<file path="config.mk">
export PLATFORM = sky130hd
export DESIGN_NAME = simple_adder_accumulator
export DESIGN_NICKNAME = d
export VERILOG_FILES = /design/src/rtl/simple_adder_accumulator.sv
export SDC_FILE = /design/constraint.sdc
export NUM_CORES = 1
export LEC_CHECK = 0
export CORE_MARGIN = 2
export CORE_UTILIZATION = 40
export CTS_BUF_LIST = sky130_fd_sc_hd__clkbuf_16
export DETAILED_ROUTE_END_ITERATION = 10
export PLACE_DENSITY = 0.67
export SYNTH_ARGS = -nofsm -noshare
export SYNTH_HDL_FRONTEND = slang
export SYNTH_SLANG_ARGS = --single-unit
</file>
<file path="constraint.sdc">
create_clock -name clk -period 2.2 [get_ports clk]
set_clock_uncertainty 0.05 [all_clocks]
set_input_delay 0.44 -clock clk [delete_from_list [all_inputs] [get_ports clk]]
set_output_delay 0.44 -clock clk [all_outputs]
set_load 0.02 [all_outputs]
</file>
<file path="src/rtl/simple_adder_accumulator.sv">
// Sums BURST_LEN 9-bit adder results ({cout,sum}) into an ACC_W-bit total and
// presents the total, a sticky overflow flag and the beat count over a valid/ready handshake.
module simple_adder_accumulator #(
  parameter int ACC_W     = 16,
  parameter int BURST_LEN = 4
) (
  input  logic             clk,
  input  logic             rst,
  input  logic             in_valid,
  output logic             in_ready,
  input  logic [7:0]       in_sum,
  input  logic             in_cout,
  input  logic             clear,
  output logic             out_valid,
  input  logic             out_ready,
  output logic [ACC_W-1:0] out_total,
  output logic             out_ovf,
  output logic [7:0]       out_count
);

  typedef enum logic [1:0] {IDLE, ACCUM, HOLD} state_t;

  typedef struct packed {
    logic       cout;
    logic [7:0] sum;
  } beat_t;

  localparam logic [7:0] LAST = 8'(BURST_LEN - 1);

  state_t           state;
  beat_t            beat;
  logic             accept;
  logic [ACC_W:0]   nxt;

  assign beat   = '{cout: in_cout, sum: in_sum};
  // in_ready is a register, so acceptance never depends combinationally on in_valid
  // through the ready path.
  assign accept = in_valid & in_ready & ~clear;
  assign nxt    = {1'b0, out_total} + {{(ACC_W-8){1'b0}}, beat};

  always_ff @(posedge clk) begin
    if (rst || clear) begin
      state     <= IDLE;
      out_total <= '0;
      out_ovf   <= 1'b0;
      out_count <= '0;
      in_ready  <= 1'b1;
      out_valid <= 1'b0;
    end else begin
      case (state)
        IDLE: begin
          if (accept) begin
            out_total <= nxt[ACC_W-1:0];
            out_ovf   <= nxt[ACC_W];
            out_count <= 8'd1;
            state     <= ACCUM;
          end
        end
        ACCUM: begin
          if (accept) begin
            out_total <= nxt[ACC_W-1:0];
            out_ovf   <= out_ovf | nxt[ACC_W];
            out_count <= out_count + 8'd1;
            if (out_count == LAST) begin
              state     <= HOLD;
              in_ready  <= 1'b0;
              out_valid <= 1'b1;
            end
          end
        end
        HOLD: begin
          // Result is frozen until taken; beats offered here are dropped.
          if (out_ready) begin
            out_total <= '0;
            out_ovf   <= 1'b0;
            out_count <= '0;
            state     <= IDLE;
            in_ready  <= 1'b1;
            out_valid <= 1'b0;
          end
        end
        default: begin
          state     <= IDLE;
          in_ready  <= 1'b1;
          out_valid <= 1'b0;
        end
      endcase
    end
  end

endmodule

</file>
==> Word level (Yosys, flattened, before mapping) <==
Index checks and enable logic that the tools add are counted.
{ "word_totals": {"register_bits": 29, "in_bits": 14, "output_inout_bits": 27} }
{ "op_classes": {"add_sub_neg": 2, "n_eq_ne": 8, "mux": 23, "n_bitwise": 5, "reduce_logical": 9} }
{ "ops": {"columns": ["operator", "n"], "rows": [
  ["16-bit 2-to-1 mux", 2],
  ["16-bit one-hot mux with 2 select lines", 1],
  ["8-bit 2-to-1 mux", 3],
  ["8-bit one-hot mux with 3 select lines", 1],
  ["16-bit by 9-bit adder with 17-bit output", 1],
  ["4-bit AND reduction", 3],
  ["1-bit one-hot mux with 3 select lines", 3],
  ["8-bit by 1-bit adder with 8-bit output, second input constant", 1],
  ["8-bit by 2-bit equality test with 1-bit output, second input constant", 1],
  ["1-bit 2-to-1 mux", 8],
  ["2-bit 2-to-1 mux", 4],
  ["2-bit inequality test, second input constant", 4],
  ["2-bit one-hot mux with 3 select lines", 1],
  ["3-bit AND reduction", 1],
  ["3-bit nonzero test", 1],
  ["1-bit bitwise AND", 2],
  ["2-bit by 1-bit equality test with 1-bit output, second input constant", 1],
  ["2-bit equality test, second input constant", 1],
  ["2-bit zero test", 1],
  ["2-bit by 1-bit inequality test with 1-bit output, second input constant", 1],
  ["1-bit NOT", 2],
  ["2-bit nonzero test", 1],
  ["2-bit OR reduction", 1],
  ["1-bit logical OR", 1],
  ["1-bit OR", 1]
]} }

==> Longest topological paths before layout <==
{ "logic_depth": {"ltp_word": 4, "mapped_depth": 8} }

==> Least setup slack after synthesis <==
No wires, ideal clock.
{ "synth_timing": {"kind": "input port to flip-flop", "from": "input in_sum[0]", "to": "register out_ovf", "arrival_ps": 1935, "t_required_ps": 2022, "path_slack_ps": 87, "cell_stages": 7, "path_cell_list": "ha_1 fa_1 a21o_1 a221oi_2 o21a_4 a2bb2oi_1 nor2_1"} }
{ "synth_between": {"elab_chain_cells": 4, "word_cells_on_any_way": 5} }
{ "synth_rtl": {"columns": ["element", "line", "text"], "rows": [
  ["start, declared", "11", "input logic [7:0] in_sum,"],
  ["16-bit by 9-bit adder with 17-bit output *", "39", "assign nxt = {1'b0, out_total} + {{(ACC_W-8){1'b0}}, beat};"],
  ["1-bit OR", "62", "out_ovf <= out_ovf | nxt[ACC_W];"],
  ["1-bit 2-to-1 mux", "60", "if (accept) begin"],
  ["1-bit one-hot mux with 3 select lines *", "50", "case (state)"],
  ["end signal, assigned", "54", "out_ovf <= nxt[ACC_W];"],
  ["end signal, assigned", "62", null],
  ["end, declared", "17", "output logic out_ovf,"]
]} }
Every way passes the cells marked *; elsewhere a longest branch is shown, timed or not. The select of a mux whose other input is x is not followed.
A chain may end at the register's enable or synchronous reset.

==> Final worst setup path <==
{ "layout_timing": {"from": "input in_sum[4]", "to": "register out_total[12]"} }
{ "layout_between": {"elab_chain_cells": 3} }
{ "layout_rtl": {"columns": ["element", "line", "text"], "rows": [
  ["16-bit by 9-bit adder with 17-bit output", "39", null],
  ["16-bit 2-to-1 mux", "52, 60", null],
  ["16-bit one-hot mux with 2 select lines", "50", null],
  ["end signal, assigned", "53", "out_total <= nxt[ACC_W-1:0];"],
  ["end signal, assigned", "61", "out_total <= nxt[ACC_W-1:0];"],
  ["end, declared", "16", "output logic [ACC_W-1:0] out_total,"]
]} }
Every way passes these cells. The select of a mux whose other input is x is not followed.

==> metrics <==
result of the run=finished, final reports clean; post-layout total power=1.643 mW; CTS sink cnt=29; synthesized area divided by synthesized cell count=8.558 um^2; register bit total from synthesis=29; Post-synth ARST share=0; via density per instance=5.642; Core Region=4294 um^2; relative slew slack=0.5913; multi-input combinational cell area=1216 um^2; global-route track usage on met1=0.2584; Period Utilization, post-route=0.9651; vias in the first global route=1,744; GRT Total Usage=0.2020; met3 routing resource usage after global routing=0.04040; most frequent standard cell in the layout excluding fill and tap cells=sky130_fd_sc_hd__clkdlybuf4s50_1; critical path arrival=between 2 and 2.5 ns; Horiz. Die Dim=70.39 um; First-pass DRT Iterations=4; overflow left after global routing=0; leading cell types in the layout, fill and taps excluded=39 x sky130_fd_sc_hd__clkdlybuf4s50_1, 29 x sky130_fd_sc_hd__dfxtp_1, 25 x sky130_fd_sc_hd__buf_4, 22 x sky130_fd_sc_hd__nor2_1, 15 x sky130_fd_sc_hd__nand2_1; Antenna Nets Post-Route=0; Sequential Area=580.6 um^2; Cell Rows=24; cell area after layout=2654 um^2; area added between synthesis and finish=50.53%; wire length of the first global-routing pass=8024 um; startpoint of the most critical setup path=in_sum[4]; setup repair after global routing missed its margin=false; endpoint type of the worst setup path=flip-flop; number of port buffers=40; HPWL reported at the end of detailed placement=3207 um; total power density per cell area=619.2 nW/um^2; largest buffer count on any clock path=2; synthesis warning total=0; number of buffers inserted by hold repair at cts=0; Netlist cell types=42; number of flops mapped to enable cells by yosys=0; Total Die Area=4954 um^2; synthesized netlist cell count=206; max-cap check violation count=0; Reg2Reg Launch Point=out_total[0]$_SDFFE_PP0P_; final setup violation count=0; number of DRC markers after the initial detailed-route iteration=96; met2 demand-to-capacity share in global routing=0.3229; count of fill cells added during filler insertion=364; Hold Startpoint=out_count[7]$_SDFFE_PP0P_; timing-limited maximum frequency=between 400 and 500 MHz; Starting Density=0.4105; initial antenna violation count=0; CP Class=primary input to flip-flop; TritonCTS Buffers=5; clock tree from TritonCTS=done; via count=1,845; Worst R2R Setup Slack=0.18 ns; maximum level of the CTS H-tree=2; antenna cells=0; count of final max-slew check failures=0; transition time at the pin with the least slew margin=0.6108 ns; routing layer with the top usage in global route=met2; maximum number of pins on one net before global-route repair=14; nets in the synthesized netlist=roughly 240; final routed DRC violation total=0; total leakage power=1.060 nW; RePlAce Congestion=0.8377; path type of the worst min-delay path=flip-flop to flip-flop; Clock transition at path regs=0.05 ns; Skew-Pair Late Insertion Delay=approximately 0.28 ns; endpoints failing hold=0; Synth Cell Area=1763 um^2; fraction of final layout cells with drive strength greater than 1=0.1855; worst-path fanout max=7; final net count=303; Data required, critical path=2.36 ns; IR Drop Worst-Case VDD=between 0.5 and 0.6 mV; Die Y-Extent=between 70 and 80 um; time the worst path needs with I/O delays and setup=between 2 and 2.5 ns; clock root buffer=sky130_fd_sc_hd__clkbuf_16; final wirelength=4779 um; startpoint types=primary input; Routed WL per cell=14.61 um; top_reg_cell synth=sky130_fd_sc_hd__dfxtp_1; proportion of synthesized chip area in sequential cells=0.3293; Cell Area, Placed=about 2400 um^2; number of placed I/O pins=41
state kept, by name, summed over array words and instances (netlist names):
name       count
state          2
out_ovf        1
out_count      8
out_total     16
in_ready       1
out_valid      1
through the flow:
step / setup TNS [ns] / hold slack (ns) / instances / utilization / setup WS, ns
floorplan: 0 / 0.4627 / 206 / - / 0.08715
global placement: -3.087 / 0.4315 / 316 / 0.5533 / -0.3718
detailed placement: -3.503 / 0.4331 / 316 / 0.5533 / -0.4059
CTS: 0 / 0.4390 / 327 / 0.6096 / 0.03476
global route: 0 / 0.4762 / 327 / 0.6180 / 0.01600
finish: 0 / 0.4345 / 327 / 0.6180 / 0.07684
synthesized netlist by cell type (all sizes together) (2+ instances only):
library cell | number | area share
nand2 | 15 | 0.032
nand4 | 5 | 0.018
o221a | 2 | 0.013
nor2b | 3 | 0.011
or4 | 3 | 0.013
and3 | 5 | 0.018
a22oi | 5 | 0.021
a21o | 7 | 0.030
nand3 | 14 | 0.040
o21a | 2 | 0.013
o31ai | 3 | 0.013
inv | 4 | 0.0085
buf | 2 | 0.0057
ha | 14 | 0.099
a211o | 2 | 0.0099
dfxtp | 29 | 0.33
o2111ai | 4 | 0.020
clkbuf | 2 | 0.0043
and2 | 2 | 0.0071
o211ai | 3 | 0.013
a21oi | 15 | 0.043
nor2 | 22 | 0.047
nor3 | 5 | 0.014
xor2 | 8 | 0.040
a31oi | 2 | 0.0071
nand2b | 2 | 0.0071
o21ai | 8 | 0.023
xnor2 | 3 | 0.015
mux2i | 4 | 0.023
power by group:
| group | leakage (nW) | internal [mW] | switching [mW] |
|---|---|---|---|
| combinational | 0.732 | 0.103 | 0.106 |
| sequential | 0.234 | 0.532 | 0.00655 |
| clock | 0.0938 | 0.646 | 0.249 |
metal layers:
metal  routed length (um)  vias up  share of wire
li1                     -      910              -
met2                 2255       51           0.47
met5                    0        -              0
met3                  214       11          0.045
met1                 2194      873           0.46
met4                  113        0          0.024
critical path, cell delays in order:
cell	delay [ns]
sky130_fd_sc_hd__clkdlybuf4s50_1	0.45
sky130_fd_sc_hd__ha_4	0.30
sky130_fd_sc_hd__and3_4	0.19
sky130_fd_sc_hd__a221oi_4	0.07
sky130_fd_sc_hd__o21a_4	0.23
sky130_fd_sc_hd__or4_4	0.48
sky130_fd_sc_hd__a21oi_2	0.12
worst paths after layout:
path                                                   end  cells past startpoint
worst max-delay path            out_total[12]$_SDFFE_PP0P_                      7
worst min register to register   out_count[7]$_SDFFE_PP0P_                      2
worst max register to register   out_total[6]$_SDFFE_PP0P_                      8
worst min-delay path             out_count[7]$_SDFFE_PP0P_                      2
cell type report:
cell class,instances,area share
clock buffers,5,0.04715
well taps,52,0.02452
multi-input cells,169,0.4583
repair buffers,65,0.2211
inverters,4,0.005658
clock inverters,3,0.02452
flip-flops and latches,29,0.2188
cell families (layout without fill, tap and decap cells):
logic type,Yosys count,in the layout,synth area share
AOI/OAI and AO/OA,57,57,0.2285
xor gates and xnor gates,11,11,0.05465
adders and majority gates,15,15,0.1107
buffers and inverters,8,77,0.01845
DFF,29,29,0.3293
muxes,4,4,0.02271
and+or+nand+nor,82,82,0.2356
timing repair:
item                       in CTS  in global routing
setup endpoints to repair       6                  6
resized for setup               7                  6
pin swaps                      10                  2
setup buffers                   3                  0
No activity file was read; power rests on OpenSTA's default activity.
